File: config.mk
export PLATFORM = sky130hd
export DESIGN_NAME = multi_alarm_clock
export DESIGN_NICKNAME = d
export VERILOG_FILES = /design/src/rtl/multi_alarm_clock.sv
export SDC_FILE = /design/constraint.sdc
export NUM_CORES = 1
export LEC_CHECK = 0
export ABC_AREA = 1
export ABC_CLOCK_PERIOD_IN_PS = 2600
export BUFFER_PORTS_ARGS = -buffer_cell sky130_fd_sc_hd__buf_2
export CORE_MARGIN = 4
export CORE_UTILIZATION = 45
export DETAILED_ROUTE_END_ITERATION = 10
export PLACE_DENSITY_LB_ADDON = 0.15
export REMOVE_ABC_BUFFERS = 1
export SKIP_LAST_GASP = 1
export SLEW_MARGIN = 20
export SYNTH_ARGS = -nofsm -noshare
export SYNTH_HDL_FRONTEND = slang
export SYNTH_SLANG_ARGS = --single-unit
File: constraint.sdc
create_clock -name Pulse -period 2.6 [get_ports Pulse]
set_clock_uncertainty 0.05 [all_clocks]
set_input_delay 0.26 -clock Pulse [delete_from_list [all_inputs] [get_ports Pulse]]
set_output_delay 0.26 -clock Pulse [all_outputs]
set_load 0.05 [all_outputs]
File: src/rtl/multi_alarm_clock.sv
// multi_alarm_clock: time-of-week keeper with NA alarms sharing one ringer.
// Ringer supports snooze, dismiss and automatic timeout.
module multi_alarm_clock #(
    parameter  int NS       = 60,
    parameter  int NH       = 24,
    parameter  int ND       = 7,
    parameter  int NA       = 4,
    parameter  int SNZ      = 300,
    parameter  int RING_MAX = 60,
    localparam int AW       = (NA > 1) ? $clog2(NA) : 1
) (
    input  logic          Pulse,
    input  logic          Reset,
    input  logic          Timeset,
    input  logic          Alarmset,
    input  logic          Minadv,
    input  logic          Hrsadv,
    input  logic          Dayadv,
    input  logic [AW-1:0] AlarmSel,
    input  logic [NA-1:0] AlarmEn,
    input  logic          Snooze,
    input  logic          Stop,
    output logic [6:0]    TSec,
    output logic [6:0]    TMin,
    output logic [6:0]    THrs,
    output logic [2:0]    TDay,
    output logic [6:0]    DispMin,
    output logic [6:0]    DispHrs,
    output logic          Buzz,
    output logic [AW-1:0] BuzzIdx,
    output logic          Snoozing
);

    localparam int SW = $clog2(NS);
    localparam int HW = $clog2(NH);
    localparam int DW = $clog2(ND);
    localparam int RW = $clog2(RING_MAX);
    localparam int ZW = $clog2(SNZ);

    typedef enum logic [1:0] {
        IDLE,
        RINGING,
        SNOOZE
    } state_t;

    logic [SW-1:0] sec_q, min_q;
    logic [HW-1:0] hrs_q;
    logic [DW-1:0] day_q;
    logic [SW-1:0] al_min [NA];
    logic [HW-1:0] al_hrs [NA];

    state_t        state_q, state_d;
    logic [RW-1:0] ring_q, ring_d;
    logic [ZW-1:0] snz_q, snz_d;
    logic [AW-1:0] idx_q, idx_d;

    logic          sec_wrap, min_wrap, hrs_wrap, day_wrap;
    logic [SW-1:0] sec_nx, min_nx;
    logic [HW-1:0] hrs_nx;
    logic [DW-1:0] day_nx;
    logic [SW-1:0] sel_min, sel_min_nx;
    logic [HW-1:0] sel_hrs, sel_hrs_nx;
    logic          match;
    logic [AW-1:0] match_idx;
    logic          armed;

    assign sec_wrap = (sec_q == SW'(NS - 1));
    assign min_wrap = (min_q == SW'(NS - 1));
    assign hrs_wrap = (hrs_q == HW'(NH - 1));
    assign day_wrap = (day_q == DW'(ND - 1));
    assign sec_nx   = sec_wrap ? '0 : sec_q + SW'(1);
    assign min_nx   = min_wrap ? '0 : min_q + SW'(1);
    assign hrs_nx   = hrs_wrap ? '0 : hrs_q + HW'(1);
    assign day_nx   = day_wrap ? '0 : day_q + DW'(1);

    assign sel_min    = al_min[AlarmSel];
    assign sel_hrs    = al_hrs[AlarmSel];
    assign sel_min_nx = (sel_min == SW'(NS - 1)) ? '0 : sel_min + SW'(1);
    assign sel_hrs_nx = (sel_hrs == HW'(NH - 1)) ? '0 : sel_hrs + HW'(1);

    // Run the time chain with carries, or step fields independently in set mode
    always_ff @(posedge Pulse) begin
        if (!Reset) begin
            sec_q <= '0;
            min_q <= '0;
            hrs_q <= '0;
            day_q <= '0;
        end else if (!Timeset) begin
            sec_q <= sec_nx;
            if (sec_wrap) begin
                min_q <= min_nx;
                if (min_wrap) begin
                    hrs_q <= hrs_nx;
                    if (hrs_wrap) day_q <= day_nx;
                end
            end
        end else begin
            if (Minadv) min_q <= min_nx;
            if (Hrsadv) hrs_q <= hrs_nx;
            if (Dayadv) day_q <= day_nx;
        end
    end

    // Edit the selected alarm; Timeset takes precedence over Alarmset
    always_ff @(posedge Pulse) begin
        if (!Reset) begin
            for (int k = 0; k < NA; k++) begin
                al_min[k] <= '0;
                al_hrs[k] <= '0;
            end
        end else if (Alarmset && !Timeset) begin
            if (Minadv) al_min[AlarmSel] <= sel_min_nx;
            if (Hrsadv) al_hrs[AlarmSel] <= sel_hrs_nx;
        end
    end

    // Lowest-index armed alarm equal to the current minute at second zero
    always_comb begin
        match     = 1'b0;
        match_idx = '0;
        if (state_q == IDLE && !Timeset && sec_q == '0) begin
            for (int k = NA - 1; k >= 0; k--) begin
                if (AlarmEn[k] && al_hrs[k] == hrs_q && al_min[k] == min_q) begin
                    match     = 1'b1;
                    match_idx = AW'(k);
                end
            end
        end
    end

    assign armed = AlarmEn[idx_q];

    // Ringer next-state: dismiss, snooze, timeout and re-ring
    always_comb begin
        state_d = state_q;
        ring_d  = ring_q;
        snz_d   = snz_q;
        idx_d   = idx_q;
        unique case (state_q)
            IDLE: begin
                if (match) begin
                    state_d = RINGING;
                    ring_d  = '0;
                    idx_d   = match_idx;
                end
            end
            RINGING: begin
                if (Stop || !armed) begin
                    state_d = IDLE;
                end else if (Snooze) begin
                    state_d = SNOOZE;
                    snz_d   = ZW'(SNZ - 1);
                end else if (ring_q == RW'(RING_MAX - 1)) begin
                    state_d = IDLE;
                end else begin
                    ring_d = ring_q + RW'(1);
                end
            end
            SNOOZE: begin
                if (Stop || !armed) begin
                    state_d = IDLE;
                end else if (snz_q == '0) begin
                    state_d = RINGING;
                    ring_d  = '0;
                end else begin
                    snz_d = snz_q - ZW'(1);
                end
            end
            default: state_d = IDLE;
        endcase
    end

    // Ringer state register
    always_ff @(posedge Pulse) begin
        if (!Reset) begin
            state_q <= IDLE;
            ring_q  <= '0;
            snz_q   <= '0;
            idx_q   <= '0;
        end else begin
            state_q <= state_d;
            ring_q  <= ring_d;
            snz_q   <= snz_d;
            idx_q   <= idx_d;
        end
    end

    assign TSec     = 7'(sec_q);
    assign TMin     = 7'(min_q);
    assign THrs     = 7'(hrs_q);
    assign TDay     = 3'(day_q);
    assign DispMin  = Alarmset ? 7'(sel_min) : TMin;
    assign DispHrs  = Alarmset ? 7'(sel_hrs) : THrs;
    assign Buzz     = (state_q == RINGING);
    assign Snoozing = (state_q == SNOOZE);
    assign BuzzIdx  = idx_q;

endmodule

## Yosys cells after proc, flatten, opt, wreduce, memory -nomap -nowiden

Memories as Yosys holds them, arrays and structs flattened.
Cells that the tools add are included.

- Multipliers: 0
- Reduce and logical (&&, ||, !) cells: 31
- Mux-type cells: 66
- Shift operators: 0
- Divide/modulo/power cells: 0
- Bitwise operators: 0
- Add/sub/neg operators: 8
- Equal/unequal tests: 30
- $lt $le $gt $ge: 1

Operators with widths:

| cell | count |
|---|---|
| $mux 6 | 14 |
| $mux 5 | 8 |
| $mux 9 | 4 |
| $mux 2 | 13 |
| $add 6x1->6 const B | 4 |
| $eq 6x6->1 | 4 |
| $eq 6x6->1 const B | 4 |
| $eq 5x5->1 | 4 |
| $mux 3 | 6 |
| $pmux 6 s3 | 1 |
| $pmux 9 s2 | 1 |
| $mux 1 | 17 |
| $ne 2x2->1 const B | 7 |
| $logic_and 1x1->1 | 11 |
| $add 5x1->5 const B | 2 |
| $eq 5x5->1 const B | 2 |
| $logic_not 9->1 | 1 |
| $sub 9x1->9 const B | 1 |
| $ne 2x1->1 const B | 4 |
| $reduce_bool 2->1 | 4 |
| $reduce_and 7->1 | 1 |
| $logic_not 6->1 | 1 |
| $pmux 2 s3 | 1 |
| $reduce_and 3->1 | 2 |
| other kinds (17) | 19 |

- Flip-flop bits (word level): 39
- Memories kept: 2
- Word-level logic and storage cells: 146
- Latch bits: 0
- Bits in read-only memories: 0
- Output and inout port bits: 42
- Input bits: 15
- RAM bits: 44

Memories:

| name | depth | width | rd ports | clocked after memory_dff | wr ports | line | text |
|---|---|---|---|---|---|---|---|
| al_min | 4 | 6 | 5 | 0 | 4 | 49 | `logic [SW-1:0] al_min [NA];` |
| al_hrs | 4 | 5 | 5 | 0 | 4 | 50 | `logic [HW-1:0] al_hrs [NA];` |

## Logic depth before layout (Yosys ltp)

An unclocked memory read counts as a cell.

- Depth in word-level cells: 11
- Depth in mapped cells: 15
- Gate-level depth less buffers: 13

## Worst setup path after synthesis

Ideal clock, no wire load.

- Kind: register to output
- Start: register hrs_q[0]
- End: output DispHrs[0]
- Required time: 2.290 ns
- Slack: 0.283 ns
- Arrival: 2.007 ns
- Buffers on the path: 0
- Cell stages (with the launch flop): 3
- Cells stage by stage: dfxtp_1 inv_2 o21ai_0

- Longest elaborated chain between the ends: 1

Ends and longest elaborated chain:

| what | line | text |
|---|---|---|
| from (decl) | 47 | `logic [HW-1:0] hrs_q;` |
| from (signal assigned) | 93 | `hrs_q <= hrs_nx;` |
| from (signal assigned) | 99 | `if (Hrsadv) hrs_q <= hrs_nx;` |
| $mux 5 | 193 | `assign DispHrs = Alarmset ? 7'(sel_hrs) : THrs;` |
| to (decl) | 28 | `output logic [6:0] DispHrs,` |

Every way passes these cells.

## Worst setup path after layout

- Start: register hrs_q[1]
- End: register day_q[0] (netlist: TDay[0])

- Longest elaborated chain between the ends: 3

Ends and longest elaborated chain:

| what | line | text |
|---|---|---|
| $eq 5x5->1 | 69 | `assign hrs_wrap = (hrs_q == HW'(NH - 1));` |
| $reduce_bool 2->1 (no source line) | - |  |
| $reduce_and 4->1 (no source line) | - |  |
| to (signal assigned) | 94 | `if (hrs_wrap) day_q <= day_nx;` |
| to (signal assigned) | 100 | `if (Dayadv) day_q <= day_nx;` |
| to (decl) | 48 | `logic [DW-1:0] day_q;` |

Every way passes these cells.
A chain may end at the register's enable or synchronous reset.

==> results.ini <==
[timing]
hold_violations=0
finalSetupViolCount=0
tns_ps=0
timing.final.crit_share_pct=78.9
fin_crit_ps=2050
fin_ws_ps=547
slew_viol_final=0
clock.fmax_mhz=487
holdWs_ps=169
rsz0062_at_grt=no

[yosys]
yosys.area.top_type=edfxtp_1
synthCells=760
syn-cell-area_um2=5170
synth_common_cells=226 x nand2_1, 112 x nor2_1, 97 x inv_1
synth-async-reset-ratio_pct=0
synth_xor_xnor_area_share_pct=2.20
ys_warn_count=0
synth_seq_cells=83
synth-simple-area-share_pct=32.3
synth_ff_type=edfxtp_1
yosys.cell_types.count=36
synth_edf_count=44
avgSynthCellArea_um2=6.80
synth_top_family_by_area=simple AND/OR/NAND/NOR gates
synth_fa_ha_area_share_pct=1.94
synth.most_common_cell=nand2_1
synth_compound_area_share_pct=11.5
netlist.area_leader.share_pct=25.6
synthMuxAreaShare_pct=0
synthTopCellsByArea=edfxtp_1 26%, nand2_1 16%, dfxtp_1 15%
synth-seq-area-share_pct=40.7

[setup_path]
crit_type=reg -> reg
cpPeakStageDelay_ps=540
crit_start=hrs_q[1]
critical_path_peak_fanout=9
crit_path_start_kind=flip-flop
r2r_slack_ps=550
endpoint_kind=flip-flop
worstPathArrival_ps=2220
cpLargestDelayFamily=compound AO/OA/AOI/OAI gates
r2r_start=hrs_q[1]
critPathBufInv=0
worstPathCellList=ha_1 > nand4_1 > o21ai_0 > nand2_1 > o31ai_1 > nor3b_1
slowest_stage=dfxtp_1
required_ps=2760

[clock_network]
clk_path_buf_depth=2
clk_latency_ps=340
cts_setup_buffers=0
root_buffer=clkbuf_16
ctsResizeCount=0
htree_levels=3
clkSinkCount=83
cts_tree=built
clk_pin_slew_ps=60
cts_buffers=9
cts_hold_buf=0

[global_route]
grt_max_degree=38
first_global_vias=4436
grt_overflow_total=0
antenna_found_initial=0
grt_pass1_wl_um=22200
grt_usage_pct=21.4

[layout]
ff_latch_area_um2=2100
syn2layout_area_growth_pct=13.2
final_nets=830
fin_util_pct=53.0
multi_input_area_um2=2500
drive_above_1_share_pct=11.7
diodes=0
fillers=1113

[hold_path]
hp-class=in -> reg
min-delay-start=Timeset

[routing]
ant_nets=0
drtIter0Drc=524
wl_um=13800
vias=4869
first_pass_iters=5
avgViaCountPerCell=5.11
drc_errors=0
wire_per_inst_um=14.5

[floorplanning]
design.die.area_um2=13300
die_h_um=115
initial_utilization_pct=46.8
num_rows=38
core_area_um2=11000
die_w_um=115
pin_count=57

[job]
cap_violations=0

[run_status]
outcome=finished clean

[place]
finalWeightedCongestion=0.948
hpwl_um=10700
pre_cts_slack_ps=411
io_buffers=49

[power_and_ir_drop]
power.total_mw=3.44
p_leak_nw=2.73
max-vdd-ir-drop_uv=297
p_per_area_nw_per_um2=587

[cell type report]
type | count | share of cell area [%]
Sequential cell | 83 | 35.9
Clock buffer | 10 | 3.91
Clock inverter | 6 | 2.18
Inverter | 109 | 6.99
Tap cell | 140 | 2.99
Multi-Input combinational cell | 547 | 42.8
Timing Repair Buffer | 57 | 5.22
[per-layer routing]
| layer | GRT usage [%] | wire (um) | vias to the layer above |
|---|---|---|---|
| li1 | - | - | 2495 |
| met1 | 27.8 | 6200 | 2216 |
| met2 | 35.6 | 6600 | 138 |
| met3 | 2.95 | 705 | 20 |
| met4 | 8.92 | 291 | 0 |
| met5 | 0 | 0 | - |
[sequential cells by signal (all words and copies together) (netlist names)]
register / cells
state_q: 2
sec_q: 6
TDay: 3
snz_q: 9
BuzzIdx: 2
al_hrs: 20
hrs_q: 5
ring_q: 6
al_min: 24
min_q: 6
[placed cells by master (no fill, tap or decap), types with 7 or more instances in the layout]
cell       count
nand2_1      226
nor2_1       112
inv_1         97
o21ai_0       53
buf_2         49
a21oi_1       44
edfxtp_1      44
dfxtp_1       39
nand3_1       34
inv_2         12
nor3_1        11
xor2_1         9
clkbuf_16      9
nand4_1        8
ha_1           8
buf_4          8
conb_1         7
[where the power goes]
part | internal, mW | switching [mW] | total [mW]
logic | 0.115 | 0.331 | 0.446
registers | 1.42 | 0.0474 | 1.47
clock network | 1.03 | 0.495 | 1.52
total | 2.56 | 0.873 | 3.44
[through the flow]
stage / instance area (um2) / std cells
2_1_floorplan: 5010 / 739
3_3_place_gp: 5490 / 936
3_5_place_dp: 5490 / 936
4_1_cts: 5850 / 952
5_1_grt: 5850 / 952
6_report: 5850 / 952
[cells by family (layout without fill, tap and decap cells)]
group	Yosys count	after routing
flip-flops	83	83
AO/OA/AOI/OAI	112	112
buffers and inverters	136	182
adder cells (fa/ha/maj)	8	8
XOR/XNOR	13	13
other	1	7
AND/OR/NAND/NOR	407	407
[worst paths after layout]
kind,endpoint,cells past startpoint
worst min-delay path,sec_q[1],2
worst min register to register,snz_q[0],1
worst max-delay path,TDay[0],6
worst max register to register,TDay[0],6
No activity file was read; power rests on OpenSTA's default activity.
